===== src/rtl/i2c_pkg.sv =====
// Shared types and constants for the PID gain-configuration I2C master.
package i2c_pkg;

  // Default 7-bit address of the on-chip PID register slave
  localparam logic [6:0] DEVICE_ADDRESS_DEFAULT = 7'b0110011;

  // PID gain register addresses
  localparam logic [7:0] RegKp = 8'h00;
  localparam logic [7:0] RegKi = 8'h01;
  localparam logic [7:0] RegKd = 8'h02;

  typedef enum logic [3:0] {
    StIdle,
    StStart,
    StDevAddr,
    StRwBit,
    StAddrAck,
    StRegAddr,
    StRegAck,
    StWrite,
    StWriteAck,
    StRestart,
    StRead,
    StMasterNack,
    StStop
  } state_t;

endpackage


===== src/rtl/i2c_master_writer_if.sv =====
// Host handshake and pad signals of the I2C master.
interface i2c_master_writer_if;
  logic       ena;
  logic       start;
  logic       rw;
  logic [7:0] reg_addr;
  logic [7:0] wr_data;
  logic [7:0] rd_data;
  logic       busy;
  logic       done;
  logic       nack;
  logic       SCL_out;
  logic       SDA_out;
  logic       SDA_in;

  // Controller side
  modport master (
    input  ena, start, rw, reg_addr, wr_data, SDA_in,
    output rd_data, busy, done, nack, SCL_out, SDA_out
  );

  // Host / pad side
  modport slave (
    output ena, start, rw, reg_addr, wr_data, SDA_in,
    input  rd_data, busy, done, nack, SCL_out, SDA_out
  );
endinterface


===== src/rtl/i2c_scl_gen.sv =====
// Quarter-period timer: tick on every QTR_DIV clk, 2-bit phase stepping Q0..Q3.
module i2c_scl_gen #(
  parameter int unsigned QTR_DIV = 4
) (
  input  logic       clk,
  input  logic       rst,
  input  logic       i_en,
  output logic       o_tick,
  output logic [1:0] o_phase
);

  localparam int unsigned CntW = (QTR_DIV > 2) ? $clog2(QTR_DIV) : 1;

  logic [CntW-1:0] r_cnt;
  logic [1:0]      r_phase;

  assign o_tick  = i_en && (r_cnt == CntW'(QTR_DIV - 1));
  assign o_phase = r_phase;

  // Count quarters only while enabled; hold at Q0 otherwise
  always_ff @(posedge clk) begin
    if (rst || !i_en) begin
      r_cnt   <= '0;
      r_phase <= '0;
    end else if (o_tick) begin
      r_cnt   <= '0;
      r_phase <= r_phase + 2'd1;
    end else begin
      r_cnt   <= r_cnt + CntW'(1);
    end
  end

endmodule


===== src/rtl/i2c_master_writer.sv =====
// I2C master for single-byte register writes/reads to the PID register slave.
module i2c_master_writer
  import i2c_pkg::*;
#(
  parameter logic [6:0]  DEVICE_ADDRESS = DEVICE_ADDRESS_DEFAULT,
  parameter int unsigned QTR_DIV        = 4
) (
  input logic                 clk,
  input logic                 rst,
  i2c_master_writer_if.master bus
);

  state_t     r_state;
  logic       r_busy, r_done, r_nack, r_rw, r_second, r_scl, r_sda;
  logic [7:0] r_reg_addr, r_wr_data, r_shift, r_rd_data;
  logic [2:0] r_bit_idx;
  logic       w_tick, w_bit_end, w_scl, w_sda;
  logic [1:0] w_phase;

  i2c_scl_gen #(
    .QTR_DIV(QTR_DIV)
  ) u_scl_gen (
    .clk    (clk),
    .rst    (rst),
    .i_en   (r_busy),
    .o_tick (w_tick),
    .o_phase(w_phase)
  );

  assign w_bit_end = w_tick && (w_phase == 2'd3);

  // Line levels for the current state and quarter (registered below)
  always_comb begin
    w_scl = w_phase[1];
    w_sda = 1'b1;
    case (r_state)
      StIdle:    w_scl = 1'b1;
      StStart: begin
        w_scl = 1'b1;
        w_sda = ~w_phase[1];
      end
      StDevAddr: w_sda = DEVICE_ADDRESS[r_bit_idx];
      StRwBit:   w_sda = r_second;
      StRegAddr: w_sda = r_reg_addr[r_bit_idx];
      StWrite:   w_sda = r_wr_data[r_bit_idx];
      StRestart: w_sda = (w_phase != 2'd3);
      StStop:    w_sda = (w_phase == 2'd3);
      default:   w_sda = 1'b1;
    endcase
  end

  // Transaction FSM; state advances at the end of each bit's Q3
  always_ff @(posedge clk) begin
    if (rst) begin
      r_state    <= StIdle;
      r_busy     <= 1'b0;
      r_done     <= 1'b0;
      r_nack     <= 1'b0;
      r_rd_data  <= '0;
      r_bit_idx  <= 3'd7;
      r_scl      <= 1'b1;
      r_sda      <= 1'b1;
      r_rw       <= 1'b0;
      r_second   <= 1'b0;
      r_reg_addr <= '0;
      r_wr_data  <= '0;
      r_shift    <= '0;
    end else begin
      r_done <= 1'b0;
      r_scl  <= w_scl;
      r_sda  <= w_sda;
      case (r_state)
        StIdle: if (bus.ena && bus.start) begin
          r_rw       <= bus.rw;
          r_reg_addr <= bus.reg_addr;
          r_wr_data  <= bus.wr_data;
          r_nack     <= 1'b0;
          r_busy     <= 1'b1;
          r_second   <= 1'b0;
          r_state    <= StStart;
        end
        StStart: if (w_bit_end) begin
          r_bit_idx <= 3'd6;
          r_state   <= StDevAddr;
        end
        StDevAddr: if (w_bit_end) begin
          if (r_bit_idx == 3'd0) r_state <= StRwBit;
          else                   r_bit_idx <= r_bit_idx - 3'd1;
        end
        StRwBit: if (w_bit_end) r_state <= StAddrAck;
        StAddrAck: if (w_bit_end) begin
          r_bit_idx <= 3'd7;
          if (bus.SDA_in) begin
            r_nack  <= 1'b1;
            r_state <= StStop;
          end else begin
            r_state <= r_second ? StRead : StRegAddr;
          end
        end
        StRegAddr: if (w_bit_end) begin
          if (r_bit_idx == 3'd0) r_state <= StRegAck;
          else                   r_bit_idx <= r_bit_idx - 3'd1;
        end
        StRegAck: if (w_bit_end) begin
          r_bit_idx <= 3'd7;
          if (bus.SDA_in) begin
            r_nack  <= 1'b1;
            r_state <= StStop;
          end else begin
            r_state <= r_rw ? StRestart : StWrite;
          end
        end
        StWrite: if (w_bit_end) begin
          if (r_bit_idx == 3'd0) r_state <= StWriteAck;
          else                   r_bit_idx <= r_bit_idx - 3'd1;
        end
        StWriteAck: if (w_bit_end) begin
          r_nack  <= r_nack | bus.SDA_in;
          r_state <= StStop;
        end
        StRestart: if (w_bit_end) begin
          r_second  <= 1'b1;
          r_bit_idx <= 3'd6;
          r_state   <= StDevAddr;
        end
        StRead: if (w_bit_end) begin
          r_shift <= {r_shift[6:0], bus.SDA_in};
          if (r_bit_idx == 3'd0) r_state <= StMasterNack;
          else                   r_bit_idx <= r_bit_idx - 3'd1;
        end
        StMasterNack: if (w_bit_end) begin
          r_rd_data <= r_shift;
          r_state   <= StStop;
        end
        StStop: if (w_bit_end) begin
          r_bit_idx <= 3'd7;
          r_busy    <= 1'b0;
          r_done    <= 1'b1;
          r_state   <= StIdle;
        end
        default: r_state <= StIdle;
      endcase
    end
  end

  assign bus.rd_data = r_rd_data;
  assign bus.busy    = r_busy;
  assign bus.done    = r_done;
  assign bus.nack    = r_nack;
  assign bus.SCL_out = r_scl;
  assign bus.SDA_out = r_sda;

endmodule

===== src/flat_wrapper.sv =====
// flat-port wrapper written by rule: the top's interface ports become plain ports
module i2c_master_writer_flat import i2c_pkg::*;
#(
  parameter logic [6:0]  DEVICE_ADDRESS = DEVICE_ADDRESS_DEFAULT,
  parameter int unsigned QTR_DIV        = 4
)
  (clk, rst, bus_ena, bus_start, bus_rw, bus_reg_addr, bus_wr_data, bus_SDA_in, bus_rd_data, bus_busy, bus_done, bus_nack, bus_SCL_out, bus_SDA_out);
  i2c_master_writer_if bus_i ();
  input logic clk;
  input logic rst;
  input wire logic [$bits(bus_i.ena)-1:0] bus_ena;
  input wire logic [$bits(bus_i.start)-1:0] bus_start;
  input wire logic [$bits(bus_i.rw)-1:0] bus_rw;
  input wire logic [$bits(bus_i.reg_addr)-1:0] bus_reg_addr;
  input wire logic [$bits(bus_i.wr_data)-1:0] bus_wr_data;
  input wire logic [$bits(bus_i.SDA_in)-1:0] bus_SDA_in;
  output wire logic [$bits(bus_i.rd_data)-1:0] bus_rd_data;
  output wire logic [$bits(bus_i.busy)-1:0] bus_busy;
  output wire logic [$bits(bus_i.done)-1:0] bus_done;
  output wire logic [$bits(bus_i.nack)-1:0] bus_nack;
  output wire logic [$bits(bus_i.SCL_out)-1:0] bus_SCL_out;
  output wire logic [$bits(bus_i.SDA_out)-1:0] bus_SDA_out;
  assign bus_i.ena = bus_ena;
  assign bus_i.start = bus_start;
  assign bus_i.rw = bus_rw;
  assign bus_i.reg_addr = bus_reg_addr;
  assign bus_i.wr_data = bus_wr_data;
  assign bus_i.SDA_in = bus_SDA_in;
  assign bus_rd_data = bus_i.rd_data;
  assign bus_busy = bus_i.busy;
  assign bus_done = bus_i.done;
  assign bus_nack = bus_i.nack;
  assign bus_SCL_out = bus_i.SCL_out;
  assign bus_SDA_out = bus_i.SDA_out;
  i2c_master_writer #(.DEVICE_ADDRESS(DEVICE_ADDRESS), .QTR_DIV(QTR_DIV)) u_core (.clk(clk), .rst(rst), .bus(bus_i));
endmodule

===== config.mk =====
export PLATFORM = sky130hd
export DESIGN_NAME = i2c_master_writer_flat
export DESIGN_NICKNAME = d
export VERILOG_FILES = /design/src/rtl/i2c_pkg.sv /design/src/rtl/i2c_master_writer_if.sv /design/src/rtl/i2c_scl_gen.sv /design/src/rtl/i2c_master_writer.sv /design/src/flat_wrapper.sv
export SDC_FILE = /design/constraint.sdc
export NUM_CORES = 1
export LEC_CHECK = 0
export BUFFER_PORTS_ARGS = -buffer_cell sky130_fd_sc_hd__buf_2
export CAP_MARGIN = 40
export CORE_AREA = 2 2 84 86
export DETAILED_ROUTE_END_ITERATION = 10
export DIE_AREA = 0 0 86 88
export GPL_TIMING_DRIVEN = 0
export PLACE_DENSITY = 0.55
export SKIP_LAST_GASP = 1
export SYNTH_ARGS = -nofsm -noshare
export SYNTH_HDL_FRONTEND = slang
export SYNTH_HIERARCHICAL = 1
export SYNTH_SLANG_ARGS = --single-unit
export TNS_END_PERCENT = 100

===== constraint.sdc =====
create_clock -name clk -period 2 [get_ports clk]
set_input_delay 0.4 -clock clk [delete_from_list [all_inputs] [get_ports clk]]
set_output_delay 0.4 -clock clk [all_outputs]
set_load 0.03 [all_outputs]

# == Word-level counts from Yosys, hierarchy flattened ==
# Memories as Yosys holds them, arrays and structs flattened. A register that Yosys moved wholly into a read port is not among the register bits.
# Cells that the tools add are included.
# word_totals
reg_bits,50
mem_bits_ro,8
input_bits,22
output_inout_bits,13
mem_count,1
# op_classes
n_addsub,3
n_lt_le_gt_ge,1
n_eq_ne,37
muxes,44
n_bitwise,3
n_reduce_logical,27
# mem_list
memory,words,width,read_ports,rd_ports_with_merged_regs,write_ports,line,text
(no name shown),8,1,1,1,0,i2c_master_writer.sv:42,StDevAddr: w_sda = DEVICE_ADDRESS[r_bit_idx];
# ops
operator,count
two-way mux 4 bit,19
one-hot mux 4 bit (11 select lines),1
"!= test 2 x 1 -> 1 bit, second input constant",21
"== test 4 bit, second input constant",5
two-way mux 3 bit,6
"== test 4 x 3 -> 1 bit, second input constant",4
AND reduction 15 bit,1
two-way mux 1 bit,11
AND reduction 5 bit,2
OR reduction 2 bit,5
one-hot mux 3 bit (3 select lines),1
"== test 4 x 2 -> 1 bit, second input constant",2
one-hot mux 1 bit (7 select lines),1
binary-select mux 1 bit (select 3 bit),2
AND reduction 2 bit,3
AND reduction 3 bit,2
nonzero test 3 bit,2
OR reduction 3 bit,2
"adder 2 x 1 -> 2 bit, second input constant",2
"== test 2 bit, second input constant",2
"== test 4 x 1 -> 1 bit, second input constant",1
zero test 4 bit,1
"less-than comparator 3 x 4 -> 1 bit, second input constant",1
"!= test 2 bit, second input constant",2
other kinds (11),16

# == Logic depth before layout (Yosys ltp) ==
# Gate-level depths: netlist of run 1.
# depth
word_depth,7
depth_mapped,7

# == Hierarchy ==
# The synthesis of run 1 kept the hierarchy.
# modules_own_cells
mod,n_inst,cells_per_inst,area_per_inst_um2
i2c_master_writer,1,266,2346.0
i2c_scl_gen,1,14,161.4

# == Worst setup path after synthesis of run 1 ==
# No wires, ideal clock.
# synth_path
path_kind,register to register
start,"register u_core.r_busy, in the netlist u_core/bus.busy"
end,"register u_core.r_rd_data[1], in the netlist u_core/bus.rd_data[1]"
setup_time_ns,0.128
arrival_ns,1.680
required_time_ns,1.872
setup_slack_ns,0.192
path_stages_with_launch,6
n_path_buf,0
synth_period_minus_slack_ns,1.808
cell_sequence,dfxtp_1 > and2_2 > nand3_2 > nor3_4 > mux2i_1 > nor2_1
# synth_via
elab_chain_cells,3
# synth_lines
element,line,text
start: declaration,i2c_master_writer.sv:14,"logic r_busy, r_done, r_nack, r_rw, r_second, r_scl, r_sda;"
start signal: assignment,i2c_master_writer.sv:56,r_busy <= 1'b0;
start signal: assignment,i2c_master_writer.sv:78,r_busy <= 1'b1;
start signal: assignment,i2c_master_writer.sv:137,r_busy <= 1'b0;
logical AND 1 bit,i2c_scl_gen.sv:17,assign o_tick = i_en && (r_cnt == CntW'(QTR_DIV - 1));
net u_core.w_tick,i2c_master_writer.sv:17,"logic w_tick, w_bit_end, w_scl, w_sda;"
logical AND 1 bit,i2c_master_writer.sv:30,assign w_bit_end = w_tick && (w_phase == 2'd3);
AND reduction 2 bit (no source line),--,
end signal: assignment,i2c_master_writer.sv:132,r_rd_data <= r_shift;
end: declaration,i2c_master_writer.sv:15,"logic [7:0] r_reg_addr, r_wr_data, r_shift, r_rd_data;"
# The timed path passes the listed nets, and every way through them passes these cells.
# A chain may end at the register's enable or synchronous reset.

# == Final worst setup path of run 1 ==
# layout_path
start,register u_core.u_scl_gen.r_cnt[0]
end,register u_core.r_state[3]
# layout_via
elab_chain_cells,5
elab_cells_between_ends,14
cone_classes,eq/ne: 11; reduce/logical: 3
# layout_lines
element,line,text
start: declaration,i2c_scl_gen.sv:14,logic [CntW-1:0] r_cnt;
start signal: assignment,i2c_scl_gen.sv:29,r_cnt <= r_cnt + CntW'(1);
== test 2 bit *,i2c_scl_gen.sv:17,
logical AND 1 bit *,i2c_scl_gen.sv:17,
net u_core.w_tick,i2c_master_writer.sv:17,
logical AND 1 bit *,i2c_master_writer.sv:30,
!= test 2 x 1 -> 1 bit (no source line),--,
AND reduction 15 bit (no source line) *,--,
end signal: assignment,i2c_master_writer.sv:55,r_state <= StIdle;
end signal: assignment,i2c_master_writer.sv:80,r_state <= StStart;
end signal: assignment,i2c_master_writer.sv:84,r_state <= StDevAddr;
end: declaration,i2c_master_writer.sv:13,state_t r_state;
# The timed path passes the listed nets; every way through them passes the cells marked *.

==> results of run 1 <==
[worst reg2reg max path, cell delays in order, from the launching register on]
cell and delay [ps]:
dfxtp_1 350, ha_2 240, and2_2 170, and3_1 140, buf_2 200, a311oi_1 80
a2111oi_2 400, o32ai_2 130
[path summary, 6_finish.rpt]
kind | end | slack (ps) | cells past startpoint
max | u_core/r_state[3] | 150 | 7
max reg2reg | u_core/r_state[3] | 150 | 7
min reg2reg | u_core/u_scl_gen/r_cnt[0] | 440 | 1
min | u_core/r_reg_addr[2] | 330 | 3
[per-layer routing]
metal / global-route usage / wire, um / up-vias
li1: - / - / 1090
met1: 0.228 / 2930 / 991
met2: 0.240 / 2610 / 52
met3: 0.0358 / 241 / 6
met4: 0.0606 / 51 / 0
met5: 0 / 0 / -
[power breakdown]
part	internal [uW]	switching (uW)	leakage, uW	total, uW
clock network	260	370	0.0000467	630
logic	87.8	133	0.000711	221
registers	1040	14.7	0.000413	1060
[cell usage after synthesis (2+ instances only)]
cell       count  share of area
ha_1           3          0.015
nand3_1        2         0.0040
o21ai_0        3         0.0060
nand2b_1       3         0.0075
mux2i_1       21          0.084
buf_2          8          0.016
nor2_1        28          0.042
and3_1         3         0.0075
o221ai_1       2         0.0070
buf_4          2         0.0060
o32ai_1        3          0.010
and2_1         2         0.0050
nor3_4         2          0.013
nor2b_1        7          0.017
inv_1          6         0.0090
nor3_1         6          0.012
clkbuf_1       7          0.010
xnor2_1        2         0.0070
nand2_1       41          0.061
nand3b_1       2         0.0060
o211ai_1       2         0.0060
o21a_1         2         0.0060
o31ai_1        2         0.0060
a311oi_1       2         0.0070
mux4_2         3          0.027
o2111ai_1      2         0.0070
nor4_1         2         0.0050
buf_6          3          0.013
a21o_1         2         0.0060
a21oi_1       22          0.044
dfxtp_1       51           0.41
o22ai_1        2         0.0050
[kinds of logic (layout without fill, tap and decap cells)]
logic type / count (synthesis) / in the layout
muxes: 25 / 25
DFF: 51 / 51
xor gates and xnor gates: 2 / 2
adders and majority gates: 3 / 3
and+or+nand+nor: 112 / 112
buffers and inverters: 27 / 72
AOI/OAI and AO/OA: 60 / 60
[state kept, by name (all words and copies together) (netlist names), named ones only]
register / count
u_core/r_state: 4
u_core/r_wr_data: 8
u_core/u_scl_gen/o_phase: 2
u_core/u_scl_gen/r_cnt: 2
u_core/bus.done: 1
u_core/r_bit_idx: 3
u_core/r_second: 1
u_core/r_reg_addr: 8
u_core/bus.busy: 1
u_core/r_rw: 1
u_core/r_shift: 8
u_core/bus.rd_data: 8
u_core/bus.SDA_out: 1
u_core/bus.SCL_out: 1
u_core/bus.nack: 1
[stage by stage]
| step | setup slack (ps) | setup TNS, ps | hold WS (ps) | instances | instance area, um^2 |
|---|---|---|---|---|---|
| floorplan | 192 | 0 | 405 | 280 | 2510 |
| global placement | -34.5 | -262 | 418 | 394 | 2780 |
| detailed placement | -37.1 | -202 | 423 | 394 | 2780 |
| CTS | 49.0 | 0 | 311 | 404 | 2890 |
| global route | -23.4 | -23.4 | 296 | 405 | 2940 |
| finish | 151 | 0 | 326 | 405 | 2940 |
[area by class of cell]
type / count / share of cell area
buffer: 20 / 0.0391
clock buffer: 5 / 0.0234
clock inverter: 3 / 0.00936
inverter: 7 / 0.00894
multi-input combinational: 202 / 0.468
sequential: 51 / 0.347
tap: 80 / 0.0340
timing repair buffer: 37 / 0.0698
[timing repair]
item                       4_1_cts  5_1_grt
setup endpoints to repair       13       13
resized for setup                0        6
pin swaps                        2        2
buffers inserted                 2        1
==> results.toml, run 1 <==
[floorplan]
die_x_um = 86
fp-row-count = 30
die_h_um = 88
start_util = 0.377
ios = 35
die_area_um2 = 7570
core_um2 = 6640

[cts]
numCtsBuffers = 5
htreeDepth = 2
ctsHoldBuffers = 0
clock_sinks = 51
cts.reportedPaths.clkPinSlew_ps = 100
cts_root_buffer = "clkbuf_8"
clk_latency_ps = 300
clockBufferDepth = 2
cts_tree = "built"

[detailed_routing]
dr.pass1.iters = 4
wirelength_um = 5840
viasPerCell = 5.28
ant_nets = 0
vias = 2139
drc = 0
drt_iter0_drc = 138
wire_per_inst_um = 14.4

[sta]
fin_skew_ps = 6.86
final-setup-viol-count = 0
hold_viol_final = 0
relSlewSlack = 0.575
maxSlewViolCount = 0
rsz0062_at_grt = "yes"
max_freq_mhz = 541
period_share = 0.924
tightest_slew_ps = 637
period_minus_slack_ps = 1850

[setup_path]
path_max_fanout = 8
crit_family = "compound AO/OA/AOI/OAI gates"
critPathLaunch = "u_core/u_scl_gen/r_cnt[0]"
worstSetupStartpointType = "register"
regToRegStartpoint = "u_core/u_scl_gen/r_cnt[0]"
slowest_delay_ps = 400
critPathBufInv = 1
timing_worst_setup_path_type = "reg -> reg"
path_cells = "ha_2 -> and2_2 -> and3_1 -> buf_2 -> a311oi_1 -> a2111oi_2 -> o32ai_2"
cp.arrival_ps = 2010
worst_setup_path_end_kind = "register"
critical_path_required_ps = 2160
worst_path_max_delay_cell = "a2111oi_2"

[hold_path]
holdCritPathClass = "in -> reg"
worstHoldStart = "bus_reg_addr[2]"

[yosys]
synth_edf_count = 0
avgSynthCellArea_um2 = 8.96
async_flop_share = 0
synth_xor_area_frac = 0.00699
ys_types = 64
yosys_most_used_dff = "dfxtp_1"
synth_top_family_by_area = "simple AND/OR/NAND/NOR gates"
synth.area.mux_share = 0.115
ys_seq_area_frac = 0.407
post_synth_instance_area_um2 = 2510
synth_seq_cells = 51
ys_warn_count = 6
synth-compound-area-share = 0.170
synthAdderAreaFrac = 0.0150
synth_nets = 305
synthSimpleGateAreaFrac = 0.229
syn_inst = 280

[cells_and_area]
num-fill-cells = 663
drive_above_1_share = 0.243
num_antenna_cells = 0
register_area_um2 = 1020
syn_to_final_growth_pct = 17.3
finalNetCount = 349
utilization = 0.443
multi_input_area_um2 = 1380
final_common_cell = "dfxtp_1"
layout_common_cells = "51 x dfxtp_1, 42 x buf_2, 41 x nand2_1"

[grt]
grt_pass1_wl_um = 9660
grt_pass1_vias = 1956
grt_max_degree = 19
grt_usage = 0.161
antenna_found_initial = 0
overflow = 0

[pwr]
p_total_uw = 1910
p_leak_uw = 0.00117
ir_drop_uv = 273
power.density_nw_per_um2 = 648

[place]
hpwl_um = 4110
numPortBuffers = 34
place_congestion = 0.840

[run]
maxCapViolations = 0

[outcome]
status = "finished clean"
Note: power is estimated with default switching activity, not from simulation.
==> inputs of run 2 (changes only) <==
clock period = 1.9 ns   (was 2 ns; I/O delays follow)
==> results.toml, run 2 (same netlist as run 1, synthesis figures left out) <==
[pwr]
ir_drop_uv = 287
p_leak_uw = 0.00117
power.density_nw_per_um2 = 679

[place]
numPortBuffers = 34
place_congestion = 0.840
dp_slack_ps = -137
hpwl_um = 4110

[cells_and_area]
syn_to_final_growth_pct = 17.9
drive_above_1_share = 0.249
layout_common_cells = "50 x dfxtp_1, 41 x buf_2, 41 x nand2_1"
num_antenna_cells = 0
final_common_cell = "dfxtp_1"
finalNetCount = 349
num-fill-cells = 661

[sta]
max_freq_mhz = 560
whs_ps = 305
period_minus_slack_ps = 1790
fin_tns_setup_ps = 0
maxSlewViolCount = 0
final-setup-viol-count = 0
fin_ws_ps = 113
rsz0062_at_grt = "yes"
hold_viol_final = 0
period_share = 0.941
tightest_slew_ps = 646
fin_skew_ps = 5.79
relSlewSlack = 0.570

[detailed_routing]
ant_nets = 0
drt_iter0_drc = 133
wirelength_um = 5850
dr.pass1.iters = 4
wire_per_inst_um = 14.4
vias = 2138
drc = 0
viasPerCell = 5.28

[cts]
clockBufferDepth = 2
numCtsBuffers = 5
cts_tree = "built"
clk_latency_ps = 300
ctsHoldBuffers = 0
cts.reportedPaths.clkPinSlew_ps = 100
htreeDepth = 2
cts_root_buffer = "clkbuf_8"
clock_sinks = 51

[grt]
grt_pass1_vias = 1969
overflow = 0
grt_max_degree = 19
antenna_found_initial = 0
grt_pass1_wl_um = 9710
grt_usage = 0.162

[run]
maxCapViolations = 0

[setup_path]
worstSetupStartpointType = "register"
critical_path_required_ps = 2100
path_max_fanout = 8
timing_worst_setup_path_type = "reg -> reg"
cp.arrival_ps = 1990
worst_setup_path_end_kind = "register"

[floorplan]
fp-row-count = 30
ios = 35
die_area_um2 = 7570
die_h_um = 88
start_util = 0.377
die_x_um = 86
core_um2 = 6640

[hold_path]
holdCritPathClass = "in -> reg"

[outcome]
status = "finished clean"
[run 2: changes by cell type in the layout (fill, tap and decap cells not counted)]
cell,delta
nor2b_2,+1
clkbuf_4,+1
buf_2,-1
nor2b_1,-1
dfxtp_1,-1
ha_4,+1
ha_2,-1
dfxtp_2,+1
[run 2: final timing paths]
path | from | endpoint | slack [ps] | cells after the start
max | u_core/u_scl_gen/r_cnt[0] | u_core/r_state[1] | 110 | 6
min | bus_reg_addr[1] | u_core/r_reg_addr[1] | 300 | 3
max reg2reg | u_core/u_scl_gen/r_cnt[0] | u_core/r_state[1] | 110 | 6
min reg2reg | u_core/u_scl_gen/r_cnt[0] | u_core/u_scl_gen/r_cnt[0] | 440 | 1
[run 2: report_power, final]
group	switching, uW	total (uW)	internal (uW)	leakage (uW)
logic	139	232	92.6	0.000711
clock network	391	664	274	0.0000467
registers	15.9	1110	1100	0.000414
[run 2: timing repair]
action | CTS | global route
gates cloned | 0 | 0
endpoints found under the setup margin | 20 | 11
buffers inserted | 3 | 0
pin swaps | 2 | 1
resized for setup | 3 | 7
[run 2: metrics by stage]
stage	power, uW	area [um^2]	utilization	std cells
final	2010	2960	0.445	405
after global routing	2130	2960	0.445	405
after CTS	2040	2920	0.440	405
after detailed placement	1360	2780	0.418	394
after global placement	1360	2780	0.418	394
after floorplan	1290	2510	-	280
[run 2: area by class of cell]
type / instances / area [um^2] / area share
sequential: 51 / 1020 / 0.346
clock buffer: 5 / 68.8 / 0.0233
multi-input combinational: 202 / 1390 / 0.470
timing repair buffer: 37 / 205 / 0.0694
clock inverter: 3 / 27.5 / 0.00931
buffer: 20 / 118 / 0.0398
inverter: 7 / 26.3 / 0.00889
tap: 80 / 100 / 0.0339
[run 2: routing by layer]
| layer | up-vias | global-route usage | routed length, um |
|---|---|---|---|
| li1 | 1089 | - | - |
| met1 | 990 | 0.227 | 2890 |
| met2 | 52 | 0.242 | 2610 |
| met3 | 7 | 0.0368 | 288 |
| met4 | 0 | 0.0620 | 62 |
| met5 | - | 0 | 0 |
[run 2: worst max-delay path, stage by stage (launching register included)]
cell     delay [ps]
dfxtp_2         350
ha_4            180
and2_2          200
nand3_2         220
o22ai_2         170
o311a_1         340
o221a_1         230
